File: src/rtl/decode_imm_stage_pkg.sv
// Shared RV32I decode definitions: opcodes, immediate formats, FSM states.
// Latency: n/a (definitions only).
// Backpressure: n/a.
package decode_imm_stage_pkg;

    localparam logic [6:0] OPC_LOAD   = 7'b0000011;
    localparam logic [6:0] OPC_OP_IMM = 7'b0010011;
    localparam logic [6:0] OPC_JALR   = 7'b1100111;
    localparam logic [6:0] OPC_STORE  = 7'b0100011;
    localparam logic [6:0] OPC_BRANCH = 7'b1100011;
    localparam logic [6:0] OPC_JAL    = 7'b1101111;
    localparam logic [6:0] OPC_LUI    = 7'b0110111;
    localparam logic [6:0] OPC_AUIPC  = 7'b0010111;
    localparam logic [6:0] OPC_OP     = 7'b0110011;
    localparam logic [6:0] OPC_FENCE  = 7'b0001111;
    localparam logic [6:0] OPC_SYSTEM = 7'b1110011;

    localparam logic [2:0] IMM_I = 3'b000;
    localparam logic [2:0] IMM_S = 3'b001;
    localparam logic [2:0] IMM_B = 3'b010;
    localparam logic [2:0] IMM_J = 3'b011;
    localparam logic [2:0] IMM_U = 3'b100;

    typedef enum logic {
        ST_RUN  = 1'b0,
        ST_TRAP = 1'b1
    } state_e;

    // Decoded fields carried across the ID/EX boundary (PC kept separately).
    typedef struct packed {
        logic [31:0] immext;
        logic [2:0]  immsrc;
        logic [4:0]  rd;
        logic [4:0]  rs1;
        logic [4:0]  rs2;
        logic [2:0]  funct3;
        logic [6:0]  opcode;
    } id_fields_t;

endpackage

File: src/rtl/decode_imm_stage_extend.sv
// Immediate extension unit: builds the sign-extended immediate for a given format.
// Latency: combinational.
// Backpressure: none.
module extend
    import decode_imm_stage_pkg::*;
(
    input  logic [31:7] i_instr,
    input  logic [2:0]  i_immsrc,
    output logic [31:0] o_immext
);

    // Reassemble immediate bits per RV32I format
    always_comb begin
        o_immext = '0;
        case (i_immsrc)
            IMM_I: o_immext = {{20{i_instr[31]}}, i_instr[31:20]};
            IMM_S: o_immext = {{20{i_instr[31]}}, i_instr[31:25], i_instr[11:7]};
            IMM_B: o_immext = {{20{i_instr[31]}}, i_instr[7], i_instr[30:25], i_instr[11:8], 1'b0};
            IMM_J: o_immext = {{12{i_instr[31]}}, i_instr[19:12], i_instr[20], i_instr[30:21], 1'b0};
            IMM_U: o_immext = {i_instr[31:12], 12'b0};
            default: o_immext = '0;
        endcase
    end

endmodule

File: src/rtl/decode_imm_stage_imm_sel.sv
// Opcode classifier: selects the immediate format and flags unknown opcodes.
// Latency: combinational.
// Backpressure: none, pure function of the opcode.
module imm_sel_decode
    import decode_imm_stage_pkg::*;
(
    input  logic [6:0] i_opcode,
    output logic [2:0] o_immsrc,
    output logic       o_illegal
);

    // Opcode -> immediate format; R-type, FENCE and SYSTEM default to I (immext unused)
    always_comb begin
        o_immsrc  = IMM_I;
        o_illegal = 1'b0;
        case (i_opcode)
            OPC_LOAD, OPC_OP_IMM, OPC_JALR: o_immsrc = IMM_I;
            OPC_STORE:                      o_immsrc = IMM_S;
            OPC_BRANCH:                     o_immsrc = IMM_B;
            OPC_JAL:                        o_immsrc = IMM_J;
            OPC_LUI, OPC_AUIPC:             o_immsrc = IMM_U;
            OPC_OP, OPC_FENCE, OPC_SYSTEM:  o_immsrc = IMM_I;
            default:                        o_illegal = 1'b1;
        endcase
    end

endmodule

File: src/rtl/decode_imm_stage.sv
// Decode stage: classifies opcodes, extends immediates, registers ID/EX fields, traps illegal opcodes.
// Latency: 1 cycle from accept to d_valid.
// Backpressure: in_ready drops while the ID/EX register is full and not consumed, in TRAP, or on flush.
module decode_imm_stage
    import decode_imm_stage_pkg::*;
#(
    parameter int              XLEN     = 32,
    parameter logic [XLEN-1:0] RESET_PC = '0
) (
    input  logic            i_clk,
    input  logic            i_reset,
    input  logic            i_in_valid,
    output logic            o_in_ready,
    input  logic [31:0]     i_in_instr,
    input  logic [XLEN-1:0] i_in_pc,
    input  logic            i_flush,
    output logic            o_d_valid,
    input  logic            i_d_ready,
    output logic [XLEN-1:0] o_d_pc,
    output logic [31:0]     o_d_immext,
    output logic [2:0]      o_d_immsrc,
    output logic [4:0]      o_d_rd,
    output logic [4:0]      o_d_rs1,
    output logic [4:0]      o_d_rs2,
    output logic [2:0]      o_d_funct3,
    output logic [6:0]      o_d_opcode,
    output logic            o_illegal,
    output logic [31:0]     o_trap_instr,
    output logic [XLEN-1:0] o_trap_pc,
    input  logic            i_trap_ack
);

    logic [2:0]      w_immsrc;
    logic            w_illegal_opc;
    logic [31:0]     w_immext;
    logic            w_accept;
    logic            w_accept_legal;
    logic            w_accept_illegal;

    state_e          r_state;
    logic            r_illegal;
    logic            r_d_valid;
    logic [31:0]     r_trap_instr;
    logic [XLEN-1:0] r_trap_pc;
    logic [XLEN-1:0] r_d_pc;
    id_fields_t      r_d;

    imm_sel_decode u_imm_sel (
        .i_opcode  (i_in_instr[6:0]),
        .o_immsrc  (w_immsrc),
        .o_illegal (w_illegal_opc)
    );

    extend u_extend (
        .i_instr  (i_in_instr[31:7]),
        .i_immsrc (w_immsrc),
        .o_immext (w_immext)
    );

    // Ready only in RUN, never on a flush cycle, and only when the ID/EX slot frees up this edge
    assign o_in_ready       = !i_reset && (r_state == ST_RUN) && !i_flush && (!r_d_valid || i_d_ready);
    assign w_accept         = i_in_valid && o_in_ready;
    assign w_accept_legal   = w_accept && !w_illegal_opc;
    assign w_accept_illegal = w_accept && w_illegal_opc;

    // Control: FSM, ID/EX valid bit and trap capture; flush overrides everything else
    always_ff @(posedge i_clk or posedge i_reset) begin
        if (i_reset) begin
            r_state      <= ST_RUN;
            r_illegal    <= 1'b0;
            r_d_valid    <= 1'b0;
            r_trap_instr <= '0;
            r_trap_pc    <= RESET_PC;
        end else if (i_flush) begin
            r_state   <= ST_RUN;
            r_illegal <= 1'b0;
            r_d_valid <= 1'b0;
        end else begin
            if (w_accept_legal) begin
                r_d_valid <= 1'b1;
            end else if (i_d_ready) begin
                r_d_valid <= 1'b0;
            end
            case (r_state)
                ST_RUN: begin
                    if (w_accept_illegal) begin
                        r_state      <= ST_TRAP;
                        r_illegal    <= 1'b1;
                        r_trap_instr <= i_in_instr;
                        r_trap_pc    <= i_in_pc;
                    end
                end
                ST_TRAP: begin
                    if (i_trap_ack) begin
                        r_state   <= ST_RUN;
                        r_illegal <= 1'b0;
                    end
                end
                default: r_state <= ST_RUN;
            endcase
        end
    end

    // ID/EX data: loaded only on a legal accept, otherwise held (stall-stable)
    always_ff @(posedge i_clk or posedge i_reset) begin
        if (i_reset) begin
            r_d_pc <= RESET_PC;
            r_d    <= '0;
        end else if (w_accept_legal) begin
            r_d_pc     <= i_in_pc;
            r_d.immext <= w_immext;
            r_d.immsrc <= w_immsrc;
            r_d.rd     <= i_in_instr[11:7];
            r_d.rs1    <= i_in_instr[19:15];
            r_d.rs2    <= i_in_instr[24:20];
            r_d.funct3 <= i_in_instr[14:12];
            r_d.opcode <= i_in_instr[6:0];
        end
    end

    assign o_d_valid    = r_d_valid;
    assign o_d_pc       = r_d_pc;
    assign o_d_immext   = r_d.immext;
    assign o_d_immsrc   = r_d.immsrc;
    assign o_d_rd       = r_d.rd;
    assign o_d_rs1      = r_d.rs1;
    assign o_d_rs2      = r_d.rs2;
    assign o_d_funct3   = r_d.funct3;
    assign o_d_opcode   = r_d.opcode;
    assign o_illegal    = r_illegal;
    assign o_trap_instr = r_trap_instr;
    assign o_trap_pc    = r_trap_pc;

endmodule

File: config.mk
export PLATFORM = sky130hd
export DESIGN_NAME = decode_imm_stage
export DESIGN_NICKNAME = d
export VERILOG_FILES = /design/src/rtl/decode_imm_stage_pkg.sv /design/src/rtl/decode_imm_stage_extend.sv /design/src/rtl/decode_imm_stage_imm_sel.sv /design/src/rtl/decode_imm_stage.sv
export SDC_FILE = /design/constraint.sdc
export NUM_CORES = 1
export LEC_CHECK = 0
export ABC_AREA = 1
export CORE_ASPECT_RATIO = 1.75
export CORE_MARGIN = 5
export CORE_UTILIZATION = 46
export DETAILED_ROUTE_END_ITERATION = 10
export DONT_BUFFER_PORTS = 1
export PLACE_DENSITY = 0.65
export SETUP_SLACK_MARGIN = 0.05
export SLEW_MARGIN = 0
export SYNTH_ARGS = -nofsm -noshare
export SYNTH_HDL_FRONTEND = slang
export SYNTH_SLANG_ARGS = --single-unit
File: constraint.sdc
create_clock -name i_clk -period 16 [get_ports i_clk]
set_clock_uncertainty 0.1 [all_clocks]
set_input_delay 2.4 -clock i_clk [delete_from_list [all_inputs] [get_ports i_clk]]
set_output_delay 2.4 -clock i_clk [all_outputs]
set_load 0.01 [all_outputs]
==> results of run 1 <==
cell usage after synthesis, types with 3 or more instances:
cell      count  share of area [%]
dfrtp_1     159                 57
o21ai_0      12               0.87
clkbuf_1     22                1.2
inv_2         5               0.27
nor2_1       19                1.0
inv_1        30                1.6
nor2_4        4               0.65
buf_1         3               0.16
buf_2        20                1.4
nand4_1       5               0.45
nand2_2       4               0.36
nand2_1     362                 20
nand3_1     177                 13
buf_4        10                1.1
final timing paths:
kind	slack, ps	to
setup / recovery	10540	o_in_ready
hold / removal	440	o_d_opcode[1]$_DFFE_PP0P_
setup reg to reg	12990	o_d_immext[30]$_DFFE_PP0P_
hold reg to reg	440	o_d_opcode[1]$_DFFE_PP0P_
max in group asynchronous	12900	o_trap_pc[21]$_DFFE_PP0P_
min in group asynchronous	1700	o_trap_pc[11]$_DFFE_PP0P_
sequential cells by signal (all words and copies together) (netlist names):
register and flops:
o_d_rd 5, o_d_funct3 3, o_d_pc 32, o_illegal 1, o_trap_instr 32, o_d_immext 32
r_state 1, o_d_opcode 7, o_d_rs2 5, o_d_valid 1, o_trap_pc 32, o_d_rs1 5
o_d_immsrc 3
worst register-to-register path, delay by kind of cell (launching register included):
family                 cells  cell delay [ps]
and+or+nand+nor            6             1640
buffers and inverters      1              720
DFF                        1              430
layer usage:
layer  global-route usage [%]  vias to the layer above  wire length, µm
met1                     27.5                     2698             7380
met2                     39.6                      222            11000
li1                         -                     2609                -
met4                     8.40                        0              433
met3                     6.54                       22             1710
met5                        0                        -                0
per-stage QoR:
| step | setup slack, ps | hold WS [ps] | total power [µW] | cell area (µm²) | util (%) |
|---|---|---|---|---|---|
| 5_1_grt | 10450 | 457 | 1120 | 7520 | 50.7 |
| 3_5_place_dp | 10520 | 428 | 696 | 6980 | 47.0 |
| 6_report | 10540 | 441 | 1060 | 7520 | 50.7 |
| 3_3_place_gp | 10510 | 423 | 690 | 6980 | 47.0 |
| 2_1_floorplan | 7250 | 400 | 649 | 6940 | - |
| 4_1_cts | 10520 | 446 | 1080 | 7520 | 50.7 |
kinds of logic (layout without fill, tap and decap cells):
kind of cell | count (synthesis) | after routing
AOI/OAI and AO/OA | 15 | 15
buffers and inverters | 90 | 75
DFF | 159 | 159
and+or+nand+nor | 576 | 576
area by class of cell:
cell class	instances	area, µm²	area share [%]
clock buffer	20	447	5.94
sequential	159	3980	52.9
inverter	35	136	1.81
timing repair buffer	8	60.1	0.798
tap	183	229	3.04
multi-input combinational	591	2570	34.2
clock inverter	12	101	1.35
report_power, final:
part,internal [µW],switching (µW),leakage (µW)
Sequential,479,103,0.00206
Combinational,36.5,66.6,0.00181
Clock,206,174,0.000258
Total,722,343,0.00413
cells in the final DEF, fill, tap and decap left out:
cell	synthesis	routed
clkbuf_16	0	17
clkbuf_1	22	2
o21ai_1	1	1
nand3_2	1	1
clkinv_4	0	5
nand3b_1	1	1
clkbuf_8	0	1
inv_2	5	5
dfrtp_1	159	159
inv_1	30	29
o21ai_0	12	12
a21oi_1	1	1
nand3_4	1	1
nor2_8	1	1
nand2_4	0	1
nand2_1	362	361
nand4_1	5	5
nor2_2	1	1
o31ai_1	1	1
nor2_4	4	5
nor2_1	19	18
inv_6	0	5
nand2_2	4	4
buf_4	10	8
nand3_1	177	177
clkinvlp_4	0	3
==> metrics.md, run 1 <==
| Metric | Value |
|---|---|
| Outcome | `finished, final reports clean` |
| # fillers | `~1,400` |
| I/O Pins | `229` |
| Largest family of logic cells by synthesized area | `simple AND/OR/NAND/NOR gates` |
| Non-Filler Instances | `1,008` |
| Avg Cell Area, Syn | `8.26 µm²` |
| GR Util All Layers | `23.1%` |
| CTS tree | `done` |
| Hold Fails Final Rpt | `0` |
| XOR/XNOR Fraction of Synth Area | `0%` |
| Critical Path Start | `i_reset` |
| Setup violations, final | `0` |
| DIE AREA | `17,700 µm²` |
| Clock root cell | `clkbuf_16` |
| Max VDD drop | `just under 0.07 mV` |
| Die span in x | `103 µm` |
| Antenna Cells | `0` |
| Rows | `59` |
| Die Y | `172 µm` |
| Final min period | `5460 ps` |
| Worst R2R Start | `o_d_valid$_DFFE_PP0P_` |
| Final period utilization | `34.1%` |
| Top delay family on crit path | `buffers and inverters` |
| Worst Path Arrival | `2960 ps` |
| Port Buf Inserts | `0` |
| Clock transition at path regs | `60 ps` |
| Wirelength per Cell | `roughly 20 µm` |
| DR vias | `5,551` |
| RePlAce Congestion | `about 0.82` |
| Fmax achieved | `183 MHz` |
| ANT nets after route | `0` |
| Final WL | `20,500 µm` |
| Mapped Area | `6940 µm²` |
| Worst hold-check path type | `reg2reg` |
| Worst Hold Path Cells | `2` |
| Starting Density | `46.7%` |
| Async SR Flop Fraction | `100%` |
| Post-Place Cells | `between 900 and 1,000` |
| Number of global-route vias before repair | `between 5,000 and 6,000` |
| CTS H-tree depth | `4` |
| Final HPWL DP | `about 14,000 µm` |
| CP max stage cell | `nand4_1` |
| Mapped Cells | `840` |
| Worst-case reg-to-reg path depth | `7` |
| Number of flops mapped to enable cells by yosys | `0` |
| Vias per Instance | `5.51` |
| CP max FO | `30` |
| Largest net degree at the start of global routing | `94` |
| Simple-gate share of the synthesized area | `35.7%` |
| First-pass GRT wire length | `roughly 31,000 µm` |
| Worst-path cell chain | `inv_6 -> nand4_1 -> inv_1` |
| RSZ-0062 raised after global routing | `no` |
| Register area share after synthesis | `57.4%` |
| Sink Count | `159` |
| Leakage | `about 0.0041 µW` |
| Library cells used by synthesis | `22` |
| Hold wc startpoint | `o_d_opcode[1]$_DFFE_PP0P_` |
| TNS Setup | `0 ps` |
| Crit. End Element | `output port` |
| CP Buf/Inv Count | `2` |
| Postcts setup bufs | `0` |
| Iter 0 DRT Violations | `between 300 and 400` |
| Core area | `14,800 µm²` |
| Post-CTS sizing | `0` |
| Area delta synth->final | `8.48%` |
| Drt first pass iters | `5` |
| Clock Path Buffers | `2` |
| Total congestion overflow | `0` |
| Synth warn | `0` |
| Data required time of the worst path | `13,500 ps` |
| Layout cells sized above 1 | `7.03%` |
| Max Transition Viols Final | `0` |
| Critical path depth | `3` |
| WS Path Type | `in2out` |
| Power per Cell Area | `142 nW/µm²` |
| Worst-margin pin slew | `1100 ps` |
| Post-synthesis compound-gate area fraction | `1.12%` |
| Clk Latency, worst-skew pair | `around 410 ps` |
| Initial antenna violation count | `0` |
| Multiplexer share of the synthesized area | `0%` |
| Delay of the slowest cell on the worst path | `210 ps` |
| Slew headroom | `26.5%` |
| Max_cap viols | `0` |
| Adder-cell share of the synthesized area | `0%` |
| Number of synthesized register bits | `159` |
| Mapped Nets | `910` |
| Clock buffer count from CTS | `17` |
| Nature of the critical path startpoint | `input port` |
| Hold_buf cts | `0` |
| Main flop type after synthesis | `dfrtp_1` |
| Nets | `882` |
| Drt drc | `0` |
Power figures use the tool's default switching activity.
==> run 2: changes to the inputs <==
==> constraint.sdc (replaced) <==
create_clock -name i_clk -period 5.16 [get_ports i_clk]
set_clock_uncertainty 0.1 [all_clocks]
set_input_delay 0.774 -clock i_clk [delete_from_list [all_inputs] [get_ports i_clk]]
set_output_delay 0.774 -clock i_clk [all_outputs]
set_load 0.01 [all_outputs]
==> metrics.md, run 2 (synthesis gave the netlist of run 1 again) <==
| Metric | Value |
|---|---|
| Final period utilization | `58.2%` |
| Worst Hold Path Cells | `1 (-1)` |
| CP max stage cell | `nand4_1` |
| Comb power frac | `9.0% (-0.7 points)` |
| First-pass GRT wire length | `30,800 µm (-1.8%)` |
| CTS tree | `done` |
| Leakage | `0.00417 µW (+1.1%)` |
| Worst-margin pin slew | `1090 ps (-9.85 ps)` |
| Hold wc startpoint | `i_trap_ack` |
| Sw Pwr | `1050 µW (+200%)` |
| Clock transition at path regs | `60 ps (about the same)` |
| Initial antenna violation count | `0 (unchanged)` |
| Hold Fails Final Rpt | `0 (unchanged)` |
| Max VDD drop | `0.226 mV (+220%)` |
| Largest net degree at the start of global routing | `160 (+70%)` |
| Final min period | `3010 ps` |
| Clock buffer count from CTS | `17 (unchanged)` |
| ANT nets after route | `0 (unchanged)` |
| Die span in x | `103 µm (unchanged)` |
| Starting Density | `46.7% (unchanged)` |
| Clk Latency, worst-skew pair | `420 ps (about the same)` |
| Worst r2r dst | `o_d_pc[14]$_DFFE_PP0P_` |
| Data required time of the worst path | `5360 ps (-8140 ps)` |
| Worst path most repeated cell | `nand2_1` |
| Worst hold endpoint | `r_state$_DFF_PP0_` |
| RePlAce Congestion | `0.861 (+5.3%)` |
| Number of global-route vias before repair | `5,446 (+0.41%)` |
| Clock Power Share | `39.6% (+3.9 points)` |
| DR vias | `5,466 (-1.5%)` |
| Flop pwr share | `51.5% (-3.1 points)` |
| M1 WL | `7000 µm (-5.1%)` |
| Final Hold Slack | `334 ps (-106 ps)` |
| TNS Setup | `0 ps (unchanged)` |
| Fmax achieved | `333 MHz` |
| Metal3 WL | `1790 µm (+4.6%)` |
| Outcome | `finished, final reports clean` |
| Flop-to-flop setup slack | `2370 ps (-10,620 ps)` |
| Rows | `59 (unchanged)` |
| Max layer used | `met4` |
| Slew headroom | `27.0% (+0.44 points)` |
| Pint | `2460 µW (+240%)` |
| GR Util All Layers | `22.8% (-0.32 points)` |
| Worst Path Arrival | `3210 ps (+250 ps)` |
| Drt drc | `0 (unchanged)` |
| Nets | `880 (-0.23%)` |
| Commonest non-fill, non-tap cells in the layout | `nand2_1, nand3_1, dfrtp_1` |
| Final WL | `20,000 µm (-2.7%)` |
| Total power | `3510 µW (+230%)` |
| Power per Cell Area | `460 nW/µm² (+230%)` |
| I/O Pins | `229 (unchanged)` |
| Final HPWL DP | `13,700 µm (+0.94%)` |
| DIE AREA | `17,700 µm² (unchanged)` |
| CTS H-tree depth | `4 (unchanged)` |
| Die Y | `172 µm (unchanged)` |
| Antenna Cells | `0 (unchanged)` |
| Nature of the critical path startpoint | `input port` |
| Iter 0 DRT Violations | `308 (-3.4%)` |
| Worst hold-check path type | `in2reg` |
| Vias per Instance | `5.44 (-1.2%)` |
| Post-CTS sizing | `0 (unchanged)` |
| Sink Count | `159 (unchanged)` |
| Sw frac | `29.8% (-2.4 points)` |
| Clock root cell | `clkbuf_16` |
| Delay of the slowest cell on the worst path | `850 ps (+640 ps)` |
| Worst-path cell chain | `nand2_2 -> nor2_4 -> nand2_1 -> inv_2 -> nor2_8 -> nand4_1 -> buf_12 -> nand2_1 -> nand2_1` |
| Crit. End Element | `flip-flop` |
| Clock Path Buffers | `2 (unchanged)` |
| Port Buf Inserts | `0 (unchanged)` |
| Area delta synth->final | `9.94%` |
| CP max FO | `46 (+53%)` |
| Most common cell after layout, fill and taps aside | `nand2_1` |
| Worst R2R Start | `o_d_valid$_DFFE_PP0P_` |
| # fillers | `1,449 (+0.76%)` |
| WS Path Type | `in2reg` |
| Setup violations, final | `0 (unchanged)` |
| Drt first pass iters | `4 (-1)` |
| Met2 routed WL | `10,400 µm (-5.3%)` |
| Total congestion overflow | `0 (unchanged)` |
| Core area | `14,800 µm² (unchanged)` |
| Hold_buf cts | `0 (unchanged)` |
| Max Transition Viols Final | `0 (unchanged)` |
| Max_cap viols | `0 (unchanged)` |
| Postcts setup bufs | `0 (unchanged)` |
| Worst-case reg-to-reg path depth | `7 (unchanged)` |
| Layout cells sized above 1 | `6.69% (-0.34 points)` |
| Wirelength per Cell | `19.9 µm (-2.4%)` |
| RSZ-0062 raised after global routing | `no` |
run 2: cell type report:
class / instances / area, µm² / area share (%)
inverters: 35 / 135 / 1.77
clock inverters: 12 / 208 / 2.72
flip-flops and latches: 159 / 3980 / 52.2
multi-input cells: 591 / 2570 / 33.7
clock buffers: 19 / 433 / 5.68
well taps: 183 / 229 / 3.00
repair buffers: 6 / 70.1 / 0.919
run 2: worst max-delay path by stage:
stage	startpoint	end
5_1_grt	i_in_instr[1]	o_trap_instr[2]$_DFFE_PP0P_
4_1_cts	i_in_instr[1]	o_trap_pc[8]$_DFFE_PP0P_
6_report	i_in_instr[1]	o_trap_pc[8]$_DFFE_PP0P_
2_1_floorplan	i_reset	o_in_ready
3_3_place_gp	i_in_instr[1]	o_trap_instr[6]$_DFFE_PP0P_
3_5_place_dp	i_in_instr[1]	o_trap_pc[22]$_DFFE_PP0P_
run 2: per-layer routing:
metal	track usage (%)	vias to the layer above
li1	-	2609
met2	38.6	213
met5	0	-
met1	25.5	2603
met4	10.6	0
met3	7.83	41
run 2: through the flow:
step | instances | worst slack (ps) | util (%) | instance area (µm²)
6_report | 1005 | 2150 | 51.4 | 7620
3_5_place_dp | 974 | 1710 | 47.1 | 6980
2_1_floorplan | 840 | 628 | - | 6940
4_1_cts | 1005 | 2160 | 51.4 | 7620
5_1_grt | 1005 | 1980 | 51.4 | 7620
3_3_place_gp | 974 | 1810 | 47.1 | 6980
run 2: worst max-delay path, delay by kind of cell:
kind	cells	cell delay, ps
buf+inv	2	710
simple gates	7	1660
run 2: power groups by stage:
stage	Clock (µW)	Combinational (µW)	Sequential [µW]
floorplan	0	269	1740
global placement	0	309	1830
detailed placement	0	323	1830
CTS	1410	323	1810
global route	1460	382	1830
finish	1390	315	1810
==> run 3: changes to the inputs <==
--- a/config.mk
+++ b/config.mk
@@ -11,7 +11,7 @@
 export CORE_UTILIZATION = 46
 export DETAILED_ROUTE_END_ITERATION = 10
 export DONT_BUFFER_PORTS = 1
-export PLACE_DENSITY = 0.65
+export PLACE_DENSITY = 0.67
 export SETUP_SLACK_MARGIN = 0.05
 export SLEW_MARGIN = 0
 export SYNTH_ARGS = -nofsm -noshare
==> constraint.sdc (replaced) <==
create_clock -name i_clk -period 2.5 [get_ports i_clk]
set_clock_uncertainty 0.1 [all_clocks]
set_input_delay 0.375 -clock i_clk [delete_from_list [all_inputs] [get_ports i_clk]]
set_output_delay 0.375 -clock i_clk [all_outputs]
set_load 0.01 [all_outputs]
==> metrics.md, run 3 (synthesis gave the netlist of run 1 again) <==
| Metric | Value |
|---|---|
| Failing checks | `negative hold slack` |
| Most common cell after layout, fill and taps aside | `nand2_1` |
| Final min period | `2060 ps` |
| Nets | `957 (+8.8%)` |
| Clk Latency, worst-skew pair | `420 ps (about the same)` |
| RSZ-0062 raised after global routing | `no` |
| Final WL | `21,700 µm (+8.4%)` |
| I/O Pins | `229 (unchanged)` |
| Vias per Instance | `5.45 (+0.12%)` |
| Wirelength per Cell | `20.0 µm (+0.71%)` |
| Sink Count | `159 (unchanged)` |
| CTS H-tree depth | `4 (unchanged)` |
| Final Hold Slack | `-33.8 ps (-368 ps)` |
| Slew headroom | `55.8% (+29 points)` |
| Starting Density | `46.7% (unchanged)` |
| Fmax achieved | `486 MHz` |
| Clock transition at path regs | `70 ps (about the same)` |
| First-pass GRT wire length | `32,900 µm (+6.8%)` |
| DIE AREA | `17,700 µm² (unchanged)` |
| Post-Place Cells | `985 (+1.1%)` |
| Total congestion overflow | `0 (unchanged)` |
| Drt drc | `0 (unchanged)` |
| Initial antenna violation count | `0 (unchanged)` |
| Largest net degree at the start of global routing | `108 (-33%)` |
| Worst-path cell chain | `nand2_1 -> nand4_1 -> nor2_4 -> nand4_1 -> buf_4 -> nand2_1 -> nand2_1` |
| Power per Cell Area | `842 nW/µm² (+83%)` |
| Core area | `14,800 µm² (unchanged)` |
| Non-Filler Instances | `1,082 (+7.7%)` |
| GR Util All Layers | `24.6% (+1.8 points)` |
| Fin area | `8430 µm² (+11%)` |
| Postcts setup bufs | `0 (unchanged)` |
| Worst r2r dst | `o_trap_pc[16]$_DFFE_PP0P_` |
| CTS tree | `done` |
| Worst-margin pin slew | `664 ps (-429 ps)` |
| Clock root cell | `clkbuf_16` |
| Clock buffer count from CTS | `17 (unchanged)` |
| TNS Setup | `0 ps (unchanged)` |
| Die span in x | `103 µm (unchanged)` |
| Iter 0 DRT Violations | `323 (+4.9%)` |
| Worst path most repeated cell | `nand2_1` |
| Worst Path Arrival | `2260 ps (-950 ps)` |
| Max_cap viols | `0 (unchanged)` |
| Setup violations, final | `0 (unchanged)` |
| Number of global-route vias before repair | `5,925 (+8.8%)` |
| Layout cells sized above 1 | `9.23% (+2.5 points)` |
| Clock Path Buffers | `2 (unchanged)` |
| Crit. End Element | `flip-flop` |
| Drt first pass iters | `5 (+1)` |
| RePlAce Congestion | `0.876 (+1.7%)` |
| Area delta synth->final | `21.5%` |
| Max Transition Viols Final | `0 (unchanged)` |
| Final period utilization | `82.3%` |
| Port Buf Inserts | `0 (unchanged)` |
| Commonest non-fill, non-tap cells in the layout | `nand2_1, nand3_1, dfrtp_1` |
| Layout Utilization | `56.8% (+5.4 points)` |
| CP max stage cell | `dfrtp_1` |
| Leakage | `0.00450 µW (+7.9%)` |
| Data required time of the worst path | `2700 ps (-2660 ps)` |
| Worst R2R Start | `o_d_valid$_DFFE_PP0P_` |
| Worst-case reg-to-reg path depth | `7 (unchanged)` |
| Die Y | `172 µm (unchanged)` |
| Nature of the critical path startpoint | `flip-flop` |
| Dpl cell area | `7190 µm² (+3.0%)` |
| Worst hold-check path type | `in2async` |
| Final HPWL DP | `14,200 µm (+4.0%)` |
| DR vias | `5,892 (+7.8%)` |
| Top delay family on crit path | `simple AND/OR/NAND/NOR gates` |
| Flop-to-flop setup slack | `440 ps (-1930 ps)` |
| Hold Fails Final Rpt | `39 (+39)` |
| ANT nets after route | `0 (unchanged)` |
| CP max FO | `25 (-46%)` |
| Outcome | `finished, violations left` |
| Rows | `59 (unchanged)` |
| CP Buf/Inv Count | `1 (-1)` |
| Antenna Cells | `0 (unchanged)` |
| # fillers | `1,303 (-10%)` |
| WS Path Type | `reg2reg` |
| Max VDD drop | `0.400 mV (+77%)` |
| Delay of the slowest cell on the worst path | `430 ps (-420 ps)` |
-- run 3: changes by cell type in the layout (fill, tap and decap cells not counted), moves of 4 or more --
| cell | before | now |
|---|---|---|
| dlygate4sd3_1 | 0 | 66 |
| bufinv_16 | 5 | 1 |
| nand3_2 | 1 | 16 |
| nand3_1 | 177 | 162 |
| inv_6 | 3 | 7 |
| buf_4 | 4 | 11 |
| buf_12 | 2 | 6 |
-- run 3: cell type report --
type	count	area (µm²)	area share, %
clock inverters	14	148	1.75
multi-input cells	591	2650	31.4
well taps	183	229	2.72
flip-flops and latches	159	3980	47.2
repair buffers	83	863	10.2
clock buffers	17	425	5.05
inverters	35	135	1.60
-- run 3: per-stage QoR --
stage | setup WS, ps | power [µW]
floorplan | -1390 | 4180
global placement | 429 | 4450
detailed placement | 390 | 4480
CTS | 441 | 7150
global route | 340 | 7450
finish | 442 | 7090
-- run 3: per-layer routing --
layer / global-route usage [%] / wire (µm) / up-vias
met5: 0 / 0 / -
met1: 27.9 / 7520 / 2806
li1: - / - / 2763
met4: 9.98 / 639 / 0
met3: 6.78 / 1920 / 40
met2: 43.2 / 11600 / 283
-- run 3: repair_timing --
action,4_1_cts,5_1_grt
resized for setup,0,0
hold endpoints to repair,114,0
hold buffers,66,0
-- run 3: power by group --
group / switching [µW] / total (µW) / internal (µW) / leakage [µW]
logic: 478 / 802 / 324 / 0.00216
registers: 667 / 3730 / 3070 / 0.00206
clock network: 1150 / 2560 / 1410 / 0.000286
-- run 3: how the worst max path moves through the flow --
stage                                      from                         end  cells after the start  slack (ps)
after floorplan                         i_reset  o_d_immext[11]$_DFFE_PP0P_                      8       -1390
after detailed placement          i_in_instr[1]   o_d_opcode[6]$_DFFE_PP0P_                     10         390
after global placement            i_in_instr[1]           r_state$_DFF_PP0_                      8         430
after global routing      o_d_valid$_DFFE_PP0P_   o_trap_pc[17]$_DFFE_PP0P_                      7         340
final                     o_d_valid$_DFFE_PP0P_   o_trap_pc[16]$_DFFE_PP0P_                      7         440
after CTS                 o_d_valid$_DFFE_PP0P_   o_trap_pc[15]$_DFFE_PP0P_                      7         440
-- run 3: worst register-to-register path, delay by kind of cell, from the launching register on --
family,cells,cell delay (ps)
simple gates,6,1120
buf+inv,1,300
flops,1,430
